**src/rtl/cpu_checker_pkg.sv**
```systemverilog
// cpu_checker_pkg: shared types and constants for the CPU trace-line checker.
//   state_t      parser states
//   FMT_*        format_type encodings
//   ERR_*        bit positions inside error_code
//   dec_width()  bits needed to hold an N-digit decimal number without loss
package cpu_checker_pkg;

  typedef enum logic [3:0] {
    IDLE, TIME, PC, COLON_SP, REG, ADDR, SP1, LT, SP2, DATA, DONE, ERR
  } state_t;

  localparam logic [1:0] FMT_NONE = 2'd0;
  localparam logic [1:0] FMT_REG  = 2'd1;
  localparam logic [1:0] FMT_MEM  = 2'd2;

  localparam int ERR_TIME = 0;
  localparam int ERR_PC   = 1;
  localparam int ERR_ADDR = 2;
  localparam int ERR_GRF  = 3;

  localparam logic [7:0] CH_CARET = 8'h5e;  // '^'
  localparam logic [7:0] CH_AT    = 8'h40;  // '@'
  localparam logic [7:0] CH_COLON = 8'h3a;  // ':'
  localparam logic [7:0] CH_SPACE = 8'h20;  // ' '
  localparam logic [7:0] CH_DOLLAR= 8'h24;  // '$'
  localparam logic [7:0] CH_STAR  = 8'h2a;  // '*'
  localparam logic [7:0] CH_LT    = 8'h3c;  // '<'
  localparam logic [7:0] CH_EQ    = 8'h3d;  // '='
  localparam logic [7:0] CH_HASH  = 8'h23;  // '#'

  // ceil(log2(10^digits)); 10^digits is never a power of two, so this
  // always covers the largest value 10^digits - 1.
  function automatic int dec_width(input int digits);
    longint unsigned v;
    v = 1;
    for (int i = 0; i < digits; i++) v = v * 10;
    return $clog2(v);
  endfunction

endpackage

```
**src/rtl/cpu_checker_char_decode.sv**
```systemverilog
// cpu_checker_char_decode: combinational ASCII classifier.
//   char   in  8  ASCII character
//   is_dec out 1  '0'..'9'
//   is_hex out 1  '0'..'9', 'a'..'f', 'A'..'F'
//   nib    out 4  value of the hex/decimal digit (0 when not a digit)
module cpu_checker_char_decode (
  input  logic [7:0] char,
  output logic       is_dec,
  output logic       is_hex,
  output logic [3:0] nib
);

  always_comb begin
    is_dec = 1'b0;
    is_hex = 1'b0;
    nib    = 4'd0;
    if (char >= 8'h30 && char <= 8'h39) begin
      is_dec = 1'b1;
      is_hex = 1'b1;
      nib    = 4'(char - 8'h30);
    end else if (char >= 8'h61 && char <= 8'h66) begin
      is_hex = 1'b1;
      nib    = 4'(char - 8'h61 + 8'd10);
    end else if (char >= 8'h41 && char <= 8'h46) begin
      is_hex = 1'b1;
      nib    = 4'(char - 8'h41 + 8'd10);
    end
  end

endmodule

```
**src/rtl/cpu_checker_pro.sv**
```systemverilog
// cpu_checker_pro: streaming parser/checker for CPU write-trace lines
//   ^<time>@<pc8>: [sp] ($<reg> | *<addr8>) [sp] <= [sp] <data8>#
// One character is consumed per clock. One cycle after a complete '#',
// format_type/error_code carry the result for exactly one cycle.
//   clk          in  1       rising-edge clock
//   reset        in  1       synchronous, active-high
//   char         in  8       ASCII input
//   freq         in  FREQ_W  power of two >= 2, stable during a message
//   format_type  out 2       0 none, 1 register write, 2 memory write
//   error_code   out 4       bit0 time, bit1 pc, bit2 addr, bit3 grf
// Optional (CPU_CHECKER_STATS_EN defined):
//   msg_count    out 16      saturating count of completed messages
//   err_count    out 16      saturating count of messages with errors
module cpu_checker_pro
  import cpu_checker_pkg::*;
#(
  parameter int          TIME_DIGITS = 4,
  parameter int          REG_DIGITS  = 4,
  parameter int          NUM_REGS    = 32,
  parameter logic [31:0] PC_LO       = 32'h0000_3000,
  parameter logic [31:0] PC_HI       = 32'h0000_4fff,
  parameter logic [31:0] ADDR_HI     = 32'h0000_2fff,
  parameter int          FREQ_W      = 16
) (
  input  logic              clk,
  input  logic              reset,
  input  logic [7:0]        char,
  input  logic [FREQ_W-1:0] freq,
  output logic [1:0]        format_type,
  output logic [3:0]        error_code
`ifdef CPU_CHECKER_STATS_EN
  ,
  output logic [15:0]       msg_count,
  output logic [15:0]       err_count
`endif
);

  localparam int TIME_W = dec_width(TIME_DIGITS);
  localparam int REG_W  = dec_width(REG_DIGITS);
  localparam int MAXD   = (TIME_DIGITS > 8) ? ((TIME_DIGITS > REG_DIGITS) ? TIME_DIGITS : REG_DIGITS)
                        : ((REG_DIGITS > 8) ? REG_DIGITS : 8);
  localparam int CNT_W  = $clog2(MAXD + 1);
  localparam int TCW    = (TIME_W > FREQ_W) ? TIME_W : FREQ_W;
  localparam int RCW    = (REG_W > 32) ? REG_W : 32;

  state_t            state, state_n;
  logic [TIME_W-1:0] time_acc, time_n;
  logic [REG_W-1:0]  reg_acc, reg_n;
  logic [31:0]       pc, pc_n, addr, addr_n;
  logic [CNT_W-1:0]  cnt, cnt_n, cnt_inc;
  logic              is_mem, mem_n;
  logic [1:0]        fmt_n;
  logic [3:0]        err_n;
  logic              is_dec, is_hex;
  logic [3:0]        nib;
  logic [FREQ_W-1:0] fmask;

  cpu_checker_char_decode u_dec (
    .char   (char),
    .is_dec (is_dec),
    .is_hex (is_hex),
    .nib    (nib)
  );

  // State and field registers; reset wins over any character.
  always_ff @(posedge clk) begin
    if (reset) begin
      state       <= IDLE;
      time_acc    <= '0;
      reg_acc     <= '0;
      pc          <= '0;
      addr        <= '0;
      cnt         <= '0;
      is_mem      <= 1'b0;
      format_type <= FMT_NONE;
      error_code  <= '0;
    end else begin
      state       <= state_n;
      time_acc    <= time_n;
      reg_acc     <= reg_n;
      pc          <= pc_n;
      addr        <= addr_n;
      cnt         <= cnt_n;
      is_mem      <= mem_n;
      format_type <= fmt_n;
      error_code  <= err_n;
    end
  end

  // Next-state and field accumulation. cnt counts digits of the current field.
  always_comb begin
    state_n = state;
    time_n  = time_acc;
    reg_n   = reg_acc;
    pc_n    = pc;
    addr_n  = addr;
    cnt_n   = cnt;
    mem_n   = is_mem;
    cnt_inc = cnt + CNT_W'(1);
    if (char == CH_CARET) begin
      state_n = TIME;
      time_n  = '0;
      reg_n   = '0;
      pc_n    = '0;
      addr_n  = '0;
      cnt_n   = '0;
      mem_n   = 1'b0;
    end else begin
      case (state)
        IDLE, ERR: state_n = state;
        DONE:      state_n = IDLE;
        TIME:
          if (is_dec && cnt < CNT_W'(TIME_DIGITS)) begin
            time_n = time_acc * TIME_W'(10) + TIME_W'(nib);
            cnt_n  = cnt_inc;
          end else if (char == CH_AT && cnt != '0) begin
            state_n = PC;
            cnt_n   = '0;
          end else state_n = ERR;
        PC:
          if (is_hex && cnt < CNT_W'(8)) begin
            pc_n  = {pc[27:0], nib};
            cnt_n = cnt_inc;
          end else if (char == CH_COLON && cnt == CNT_W'(8)) begin
            state_n = COLON_SP;
            cnt_n   = '0;
          end else state_n = ERR;
        COLON_SP:
          if (char == CH_SPACE)       state_n = COLON_SP;
          else if (char == CH_DOLLAR) state_n = REG;
          else if (char == CH_STAR) begin
            state_n = ADDR;
            mem_n   = 1'b1;
          end else state_n = ERR;
        REG:
          if (is_dec && cnt < CNT_W'(REG_DIGITS)) begin
            reg_n = reg_acc * REG_W'(10) + REG_W'(nib);
            cnt_n = cnt_inc;
          end else if (char == CH_SPACE && cnt != '0) state_n = SP1;
          else if (char == CH_LT && cnt != '0)         state_n = LT;
          else state_n = ERR;
        ADDR:
          if (is_hex && cnt < CNT_W'(8)) begin
            addr_n = {addr[27:0], nib};
            cnt_n  = cnt_inc;
          end else if (char == CH_SPACE && cnt == CNT_W'(8)) state_n = SP1;
          else if (char == CH_LT && cnt == CNT_W'(8))         state_n = LT;
          else state_n = ERR;
        SP1:
          if (char == CH_SPACE)   state_n = SP1;
          else if (char == CH_LT) state_n = LT;
          else state_n = ERR;
        LT:
          state_n = (char == CH_EQ) ? SP2 : ERR;
        SP2:
          if (char == CH_SPACE) state_n = SP2;
          else if (is_hex) begin
            state_n = DATA;
            cnt_n   = CNT_W'(1);
          end else state_n = ERR;
        DATA:
          // Data value is not checked, only its digit count.
          if (is_hex && cnt < CNT_W'(8))                     cnt_n   = cnt_inc;
          else if (char == CH_HASH && cnt == CNT_W'(8))     state_n = DONE;
          else state_n = ERR;
        default: state_n = ERR;
      endcase
    end
  end

  // Result for the DONE cycle, registered on the edge that enters DONE.
  // All fields are already complete at that point ('#' adds nothing).
  assign fmask = (freq >> 1) - FREQ_W'(1);

  always_comb begin
    fmt_n = FMT_NONE;
    err_n = '0;
    if (state_n == DONE) begin
      fmt_n           = is_mem ? FMT_MEM : FMT_REG;
      err_n[ERR_TIME] = |(TCW'(time_acc) & TCW'(fmask));
      err_n[ERR_PC]   = (pc < PC_LO) || (pc > PC_HI) || (pc[1:0] != 2'b00);
      if (is_mem) err_n[ERR_ADDR] = (addr > ADDR_HI) || (addr[1:0] != 2'b00);
      else        err_n[ERR_GRF]  = RCW'(reg_acc) >= RCW'(NUM_REGS);
    end
  end

`ifdef CPU_CHECKER_STATS_EN
  // Outputs are valid while in DONE, so count on the edge leaving it.
  always_ff @(posedge clk) begin
    if (reset) begin
      msg_count <= '0;
      err_count <= '0;
    end else if (state == DONE) begin
      if (msg_count != 16'hffff) msg_count <= msg_count + 16'd1;
      if (error_code != 4'd0 && err_count != 16'hffff) err_count <= err_count + 16'd1;
    end
  end
`endif

endmodule
```
**config.mk**
```make
export PLATFORM = sky130hd
export DESIGN_NAME = cpu_checker_pro
export DESIGN_NICKNAME = d
export VERILOG_FILES = /design/src/rtl/cpu_checker_pkg.sv /design/src/rtl/cpu_checker_char_decode.sv /design/src/rtl/cpu_checker_pro.sv
export SDC_FILE = /design/constraint.sdc
export NUM_CORES = 1
export LEC_CHECK = 0
export CORE_MARGIN = 2
export CORE_UTILIZATION = 55
export DETAILED_ROUTE_END_ITERATION = 8
export MAX_ROUTING_LAYER = met4
export PLACE_DENSITY = 0.85
export RECOVER_POWER = 100
export SYNTH_ARGS = -nofsm -noshare
export SYNTH_HDL_FRONTEND = slang
export SYNTH_SLANG_ARGS = --single-unit
```
**constraint.sdc**
```tcl
create_clock -name clk -period 4 [get_ports clk]
set_clock_uncertainty 0.15 [all_clocks]
set_input_delay 0.8 -clock clk [delete_from_list [all_inputs] [get_ports clk]]
set_output_delay 0.8 -clock clk [all_outputs]
set_load 0.01 [all_outputs]
```
==> impl_metrics.env, run 1 <==
export IMPL_status="complete, but fails checks"
export IMPL_violations="DRC"
export IMPL_cts_buffers=9
export IMPL_crit_required_ps=4080
export IMPL_die_h_um=113.2
export IMPL_vias=5937
export IMPL_start_util_pct=57.00
export IMPL_first_pass_iters=7
export IMPL_cts_buffer_depth=2
export IMPL_critPathKind="input port to register"
export IMPL_peakVddDrop_uv=308.1
export IMPL_n_antenna_cell=0
export IMPL_via_per_inst=5.907
export IMPL_min_path_type="register to register"
export IMPL_critPathMaxFanout=6
export IMPL_routedWlPerCell_um=15.27
export IMPL_fin_crit_ps=3901
export IMPL_place_inst=986
export IMPL_hold_buffers=0
export IMPL_synth_ff_type="dfxtp_1"
export IMPL_ys_seq_elements=107
export IMPL_setup_viol=0
export IMPL_fin_crit_sh_pct=97.53
export IMPL_timing_hold_violations_final=0
export IMPL_syn_to_final_growth_pct=17.27
export IMPL_relSlewSlack_pct=50.91
export IMPL_chipWidth_um=113.2
export IMPL_grt_pass1_vias=5526
export IMPL_nFillCells=931
export IMPL_async_flop_share_pct=0
export IMPL_total_power_mw=2.619
export IMPL_rows=39
export IMPL_yosysSeqAreaShare_pct=32.63
export IMPL_max_cap_viol_count=0
export IMPL_drv_slew=0
export IMPL_overflow=0
export IMPL_drive_gt1_share_pct=14.04
export IMPL_max_clock_freq_ghz=0.2563
export IMPL_crit_chain="clkdlybuf4s50_1, inv_2, ha_2, inv_1, o311ai_4, buf_4, buf_4, a21oi_1, buf_4, ha_1, nor2b_2, o21ai_2, nor3_2, nand3_1, buf_4, nor2_2, xor2_1, o31ai_1"
export IMPL_synthCells=803
export IMPL_core_area_um2=11520
export IMPL_grtUsageTotal_pct=24.54
export IMPL_start_kind="input port"
export IMPL_worst_slack_ps=98.97
export IMPL_syn_avg_cell_area_um2=8.174
export IMPL_p_leak_nw=2.960
export IMPL_synth_edff_count=0
export IMPL_slowest_stage="clkdlybuf4s50_1"
export IMPL_layout_nets=938
export IMPL_ant_nets=0
export IMPL_drc_errors=6
export IMPL_whs_ps=299.0
export IMPL_synth_cell_types=84
export IMPL_die_area_um2=12820
export IMPL_grt_max_degree=77
export IMPL_antenna_found_initial=0
export IMPL_critPathArrivalTime_ps=3980
export IMPL_clk_latency_ps=340
export IMPL_port_buffers=29
export IMPL_routabilityCongestion=0.8944
export IMPL_place_hpwl_mm=10.80
export IMPL_end_kind="register"
export IMPL_rsz0062_at_grt="yes"
export IMPL_h_tree_depth=3
export IMPL_finalSetupTns_ps=0
export IMPL_io_pins=32
export IMPL_synth_area_um2=6564
export IMPL_totalWireLength_mm=15.34
export IMPL_dr_first_iter_drc_count=326
export IMPL_syn_nets=884
export IMPL_tightestPinTransition_ps=735.3
export IMPL_cp_slowest_stage_delay_ps=430
export IMPL_clk_pin_slew_ps=80
export IMPL_ys_warn_count=0
export IMPL_post_place_ws_ps=-489.7
export IMPL_cts_tree="yes"
export IMPL_grt_first_pass_wirelength_mm=25.55
export IMPL_cts_sinks=107
export IMPL_critPathMostFrequentCell="buf_4"
export IMPL_cts_root_buf="clkbuf_16"
export IMPL_layout_cells_non_filler=1005
export IMPL_powerDensity_nw_per_um2=340.2
==> per-stage QoR <==
step | area [µm²] | utilization, %
4_1_cts | 7601 | 66.00
3_5_place_dp | 7234 | 62.82
3_3_place_gp | 7234 | 62.82
2_1_floorplan | 6564 | -
5_1_grt | 7697 | 66.84
6_report | 7697 | 66.84
==> worst max-delay path: cells and delay by family <==
family                   cells  cell delay, ps
buffers and inverters        7            1220
XOR/XNOR                     1             180
AO/OA/AOI/OAI                4             500
adder cells (fa/ha/maj)      2             500
AND/OR/NAND/NOR              4             760
==> final timing paths <==
path,slack (ps),start,end,cells after the start
setup / recovery,100,char[1],reg_acc[11],18
hold / removal,300,addr[10],addr[14],2
setup reg to reg,660,time_acc[3],time_acc[12],11
hold reg to reg,300,addr[10],addr[14],2
==> sequential cells by signal (all words and copies together), names as in the netlist <==
name / flops
pc: 32
addr: 32
error_code: 4
format_type: 2
is_mem: 1
time_acc: 14
state: 4
reg_acc: 14
cnt: 4
==> cell usage after synthesis (4+ instances only) <==
cell,n,share of area (%)
nand4_1,5,0.48
nand3_1,17,1.3
a31oi_1,6,0.57
inv_1,27,1.5
a211oi_1,23,2.6
a21o_1,5,0.57
fa_1,4,1.2
a21oi_1,90,6.9
buf_2,10,0.76
o21ai_0,13,0.99
nor3_1,13,0.99
or3_1,5,0.48
o21a_1,7,0.80
ha_1,51,9.7
xnor2_1,24,3.2
clkbuf_1,16,0.92
or4_1,4,0.46
o31ai_1,7,0.80
nor2_1,51,2.9
nor3b_1,5,0.57
nor4b_1,5,0.67
nor2b_1,9,0.86
nor4_1,15,1.4
xor2_1,25,3.3
nand2b_1,7,0.67
dfxtp_1,107,33
o211ai_1,6,0.69
or2_2,4,0.38
buf_1,6,0.34
nand2_1,158,9.0
==> per-layer routing <==
metal,global-route usage (%),vias up,part of all wire [%]
met1,32.44,2766,46
met2,39.80,161,48
met3,3.321,26,4.3
met5,-,-,0
met4,6.504,0,1.8
li1,-,2984,-
==> layout make-up <==
class                   count  area (µm²)  share of cell area [%]
inverters                  28       105.1                   1.365
flip-flops and latches    107        2142                   27.83
multi-input cells         635        4263                   55.38
clock buffers               9       225.2                   2.926
well taps                 143       178.9                   2.324
repair buffers             76       663.1                   8.615
clock inverters             7       120.1                   1.560
==> cell usage in the layout (no fill, tap or decap), drive strengths merged, types with 24 or more instances in the layout <==
cell,synthesis,routed
nand2,158,158
dfxtp,107,107
a21oi,91,91
nor2,52,52
ha,51,51
buf,17,47
inv,28,30
xor2,25,25
a211oi,25,25
xnor2,24,24
==> power by group <==
part           switching, mW  internal (mW)  total [mW]
registers             0.0717           1.09        1.16
clock network          0.434          0.568        1.00
logic                  0.251          0.208       0.458
==> cells by family after synthesis <==
kind of cell	Yosys count	synth area share, %
flops	107	32.63
buf+inv	61	3.793
compound gates	201	20.99
fa+ha+maj	55	10.94
mux	1	0.1715
simple gates	329	24.93
xor+xnor	49	6.538
==> timing repair <==
action,in CTS,in global routing
pin swaps,1,6
endpoints found under the setup margin,6,9
cloned,0,0
gates resized for setup,7,20
setup buffers,0,3
Power figures use the tool's default switching activity.
==> run 2: changes to the inputs <==
--- a/config.mk
+++ b/config.mk
@@ -8,9 +8,11 @@
 export CORE_MARGIN = 2
 export CORE_UTILIZATION = 55
 export DETAILED_ROUTE_END_ITERATION = 8
+export GPL_ROUTABILITY_DRIVEN = 0
 export MAX_ROUTING_LAYER = met4
 export PLACE_DENSITY = 0.85
 export RECOVER_POWER = 100
+export REMOVE_ABC_BUFFERS = 1
 export SYNTH_ARGS = -nofsm -noshare
 export SYNTH_HDL_FRONTEND = slang
 export SYNTH_SLANG_ARGS = --single-unit
==> run 2 against run 1 <==
Against the previous run: the run still ends with DRC left; first-iteration DRC count grew 17%; die area unchanged; sequential power is essentially flat; largest cell class unchanged; largest power group unchanged.
==> impl_metrics.env, run 2 (synthesized netlist as in run 1, its figures left out) <==
export IMPL_nFillCells=918
export IMPL_dr_first_iter_drc_count=383
export IMPL_vias=5991
export IMPL_peakVddDrop_uv=210.7
export IMPL_h_tree_depth=3
export IMPL_critPathMaxFanout=3
export IMPL_r2r_end="time_acc[12]"
export IMPL_grt_pass1_vias=5662
export IMPL_timing_hold_violations_final=0
export IMPL_post_place_ws_ps=-394.7
export IMPL_max_cap_viol_count=0
export IMPL_layout_commonest_cell="nand2_1"
export IMPL_critPathArrivalTime_ps=3920
export IMPL_io_pins=32
export IMPL_cts_buffer_depth=2
export IMPL_cts_sinks=107
export IMPL_die_area_um2=12820
export IMPL_utilization_pct=66.34
export IMPL_grt_max_degree=81
export IMPL_cts_tree="yes"
export IMPL_status="complete, but fails checks"
export IMPL_start_util_pct=57.00
export IMPL_rows=39
export IMPL_port_buffers=29
export IMPL_first_pass_iters=7
export IMPL_holdPathStages=2
export IMPL_n_antenna_cell=0
export IMPL_relSlewSlack_pct=24.99
export IMPL_clk_pin_slew_ps=70
export IMPL_min_path_type="register to register"
export IMPL_clk_latency_ps=350
export IMPL_hold_start="addr[5]"
export IMPL_syn_to_final_growth_pct=16.39
export IMPL_timing_rr_start="time_acc[1]"
export IMPL_via_per_inst=5.961
export IMPL_end_kind="register"
export IMPL_critPathKind="input port to register"
export IMPL_totalWireLength_mm=15.56
export IMPL_drv_slew=0
export IMPL_antenna_found_initial=0
export IMPL_cts_root_buf="clkbuf_16"
export IMPL_worst_slack_ps=189.6
export IMPL_fin_crit_sh_pct=95.26
export IMPL_regToRegSetupSlack_ps=590
export IMPL_hold_buffers=0
export IMPL_layout_nets=939
export IMPL_die_h_um=113.2
export IMPL_ant_nets=0
export IMPL_fin_crit_ps=3810
export IMPL_worstRegToRegCells=11
export IMPL_place_hpwl_mm=11.14
export IMPL_drive_gt1_share_pct=12.88
export IMPL_start_kind="input port"
export IMPL_crit_required_ps=4110
export IMPL_cts_buffers=9
export IMPL_final_cell_mix="158 x nand2_1, 107 x dfxtp_1, 89 x a21oi_1"
export IMPL_overflow=0
export IMPL_powerDensity_nw_per_um2=325.1
export IMPL_chipWidth_um=113.2
export IMPL_cp_startpoint="char[1]"
export IMPL_grtUsageTotal_pct=25.29
export IMPL_core_area_um2=11520
export IMPL_whs_endpoint="addr[9]"
export IMPL_setup_viol=0
export IMPL_grt_first_pass_wirelength_mm=26.06
export IMPL_p_leak_nw=2.962
export IMPL_drc_errors=1
export IMPL_routedWlPerCell_um=15.49
export IMPL_tightestPinTransition_ps=1125
export IMPL_violations="DRC"
export IMPL_max_clock_freq_ghz=0.2624
export IMPL_top_regs="addr (32), pc (32)"
## run 2: cell types whose count changed in the layout (fill, tap and decap cells not counted), moves of 2 or more
cell             previous run  this run
clkinv_8                    2         0
nor3_1                     10        12
nor2_2                      3         1
nor4_2                      3         1
inv_6                       0         2
dlymetal6s2s_1              3         5
clkdlybuf4s50_1            20        18
nor2_1                     49        51
nor3_2                      5         3
## run 2: timing repair
| action | in CTS | in global routing |
|---|---|---|
| pin swaps | 0 | 6 |
| gates resized for setup | 3 | 27 |
| setup endpoints to repair | 3 | 11 |
| buffers inserted | 0 | 1 |
## run 2: final cells by class
cell class	count	area, µm²	area share (%)
Timing Repair Buffer	77	671.9	8.795
Inverter	28	105.1	1.376
Tap cell	143	178.9	2.342
Multi-Input combinational cell	635	4245	55.57
Sequential cell	107	2142	28.04
Clock inverter	6	71.32	0.9335
Clock buffer	9	225.2	2.948
## run 2: worst max-delay path by stage
| stage | to |
|---|---|
| 2_1_floorplan | time_acc[13] |
| 3_3_place_gp | reg_acc[11] |
| 3_5_place_dp | reg_acc[11] |
| 4_1_cts | time_acc[12] |
| 5_1_grt | time_acc[11] |
| 6_report | time_acc[11] |
## run 2: critical path, cell delays in order
cell and delay [ps]:
clkdlybuf4s50_1 490, inv_2 70, ha_4 180, o21ba_4 230
o21ai_4 130, nand2_1 80, xnor2_1 230, a21oi_2 100
ha_1 330, nor2b_2 180, o21ai_1 110, nor3_2 220
nand4_1 140, buf_4 170, nor2_1 110, xor2_1 100
o31ai_1 240
## run 2: power breakdown
part           internal (mW)  leakage, nW  switching (mW)
Combinational          0.190         1.96           0.241
Sequential              1.09        0.862          0.0646
Clock                  0.490        0.144           0.411
## run 2: routing by layer
metal / part of all wire (%) / GRT usage (%) / vias to the layer above / routed length [µm]
met1: 44 / 31.55 / 2772 / 6818
met5: 0 / - / - / 0
met4: 3.0 / 10.24 / 0 / 467
li1: - / - / 2981 / -
met3: 5.2 / 4.017 / 39 / 809
met2: 48 / 41.08 / 199 / 7469
## run 2: stage by stage
step | area, µm² | cells | power [mW] | TNS [ps] | hold slack (ps)
2_1_floorplan | 6420 | 770 | 1.451 | 0 | 282.1
3_3_place_gp | 7257 | 989 | 1.598 | -1610 | 286.6
3_5_place_dp | 7257 | 989 | 1.604 | -3513 | 291.0
4_1_cts | 7560 | 1004 | 2.490 | 0 | 304.0
6_report | 7640 | 1005 | 2.484 | 0 | 301.0
5_1_grt | 7640 | 1005 | 2.590 | -115.4 | 320.0
==> run 3: changes to the inputs <==
--- a/config.mk
+++ b/config.mk
@@ -9,7 +9,6 @@
 export CORE_UTILIZATION = 55
 export DETAILED_ROUTE_END_ITERATION = 8
 export GPL_ROUTABILITY_DRIVEN = 0
-export MAX_ROUTING_LAYER = met4
 export PLACE_DENSITY = 0.85
 export RECOVER_POWER = 100
 export REMOVE_ABC_BUFFERS = 1
==> run 3 against run 2 <==
Against the previous run: the flow still finishes with violations (DRC); cell count unchanged; global-route usage shrank 0.72 points; die area unchanged; clock power is 0.6% lower; final area unchanged; via count rose by 0.78%; power is 0.21% lower; sequential cell count unchanged; sequential power is essentially flat; first-iteration DRC count up 12%; sequential share of layout area did not move; largest power group unchanged.
==> impl_metrics.env, run 3 (synthesized netlist as in run 1, its figures left out) <==
export IMPL_crit_required_ps=4110
export IMPL_dr_first_iter_drc_count=428
export IMPL_clk_latency_ps=350
export IMPL_h_tree_depth=3
export IMPL_holdPathStages=2
export IMPL_cts_root_buf="clkbuf_16"
export IMPL_pwr_share_clk_pct=36.2
export IMPL_drc_errors=1
export IMPL_relSlewSlack_pct=24.14
export IMPL_p_leak_nw=2.962
export IMPL_top_regs="addr (32), pc (32)"
export IMPL_peakVddDrop_uv=209.7
export IMPL_fin_crit_sh_pct=95.19
export IMPL_finalSetupTns_ps=0
export IMPL_totalWireLength_mm=15.53
export IMPL_cts_buffer_depth=2
export IMPL_violations="DRC"
export IMPL_status="complete, but fails checks"
export IMPL_cts_buffers=9
export IMPL_core_area_um2=11520
export IMPL_grtUsageTotal_pct=24.58
export IMPL_grt_pass1_vias=5663
export IMPL_overflow=0
export IMPL_place_hpwl_mm=11.14
export IMPL_drv_slew=0
export IMPL_hold_buffers=0
export IMPL_via_per_inst=6.008
export IMPL_worst_slack_ps=192.3
export IMPL_syn_to_final_growth_pct=16.39
export IMPL_io_pins=32
export IMPL_seq_power_share_pct=46.5
export IMPL_cts_sinks=107
export IMPL_powerDensity_nw_per_um2=324.5
export IMPL_grt_max_degree=81
export IMPL_min_path_type="register to register"
export IMPL_n_antenna_cell=0
export IMPL_die_h_um=113.2
export IMPL_routedWlPerCell_um=15.45
export IMPL_start_kind="input port"
export IMPL_layout_nets=939
export IMPL_start_util_pct=57.00
export IMPL_die_area_um2=12820
export IMPL_post_place_ws_ps=-394.7
export IMPL_critPathKind="input port to register"
export IMPL_max_clock_freq_ghz=0.2626
export IMPL_critPathArrivalTime_ps=3920
export IMPL_p_int_mw=1.767
export IMPL_layout_commonest_cell="nand2_1"
export IMPL_sw_frac_of_total_pct=28.71
export IMPL_rows=39
export IMPL_tightestPinTransition_ps=1138
export IMPL_fin_crit_ps=3808
export IMPL_grt_first_pass_wirelength_mm=26.08
export IMPL_chipWidth_um=113.2
export IMPL_worstRegToRegCells=11
export IMPL_total_power_mw=2.479
export IMPL_critPathMaxFanout=3
export IMPL_cts_tree="yes"
export IMPL_post_dp_cell_area_um2=7257
export IMPL_drive_gt1_share_pct=12.88
export IMPL_port_buffers=29
export IMPL_ant_nets=0
export IMPL_end_kind="register"
export IMPL_clk_pin_slew_ps=70
export IMPL_whs_ps=302.3
export IMPL_pwr_share_comb_pct=17.4
export IMPL_setup_viol=0
export IMPL_p_switching_mw=0.7116
export IMPL_vias=6038
export IMPL_first_pass_iters=7
export IMPL_timing_hold_violations_final=0
export IMPL_final_cell_mix="158 x nand2_1, 107 x dfxtp_1, 89 x a21oi_1"
export IMPL_antenna_found_initial=0
export IMPL_fin_area_um2=7640
export IMPL_max_cap_viol_count=0
run 3: cell counts in the layout (fill, tap and decap cells not counted):
Identical to the previous run, type by type.
run 3: metal layers:
| layer | GRT usage [%] | part of all wire, % |
|---|---|---|
| met5 | 0 | 0 |
| met4 | 10.00 | 3.0 |
| met3 | 4.017 | 5.5 |
| met2 | 41.32 | 48 |
| met1 | 31.48 | 43 |
run 3: worst paths after layout:
check	startpoint	end	slack, ps
worst max-delay path	char[1]	time_acc[11]	190
worst min register to register	pc[4]	pc[8]	300
worst min-delay path	pc[4]	pc[8]	300
worst max register to register	time_acc[1]	time_acc[12]	580
run 3: layout make-up:
class / instances / area (µm²)
inverters: 28 / 105.1
clock inverters: 6 / 71.32
fillers: 918 / 3876
clock buffers: 9 / 225.2
flip-flops and latches: 107 / 2142
well taps: 143 / 178.9
multi-input cells: 635 / 4245
repair buffers: 77 / 671.9
run 3: timing repair:
action,in CTS,in global routing
endpoints found under the setup margin,3,11
gates resized for setup,3,27
pin swaps,0,6
setup buffers,0,1
run 3: power groups by stage:
stage | clock (mW) | combinational, mW | sequential, mW
6_report | 0.896 | 0.431 | 1.15
5_1_grt | 0.957 | 0.473 | 1.16
4_1_cts | 0.908 | 0.433 | 1.15
3_5_place_dp | 0 | 0.431 | 1.17
3_3_place_gp | 0 | 0.426 | 1.17
2_1_floorplan | 0 | 0.293 | 1.16
run 3: stage by stage:
step | util, % | std cells
detailed placement | 63.02 | 989
floorplan | - | 770
global placement | 63.02 | 989
finish | 66.34 | 1005
global route | 66.34 | 1005
CTS | 65.65 | 1004
run 3: critical path, stage by stage:
cell and delay [ps]:
clkdlybuf4s50_1 490, inv_2 70, ha_4 180, buf_4 130
o311a_4 360, a22oi_2 240, inv_1 110, ha_2 200
inv_1 70, fa_1 190, nor2b_2 60, o21ai_1 200
nor3_2 90, nand4_1 120, buf_4 120, nor2_1 40
xor2_1 210, o31ai_1 240
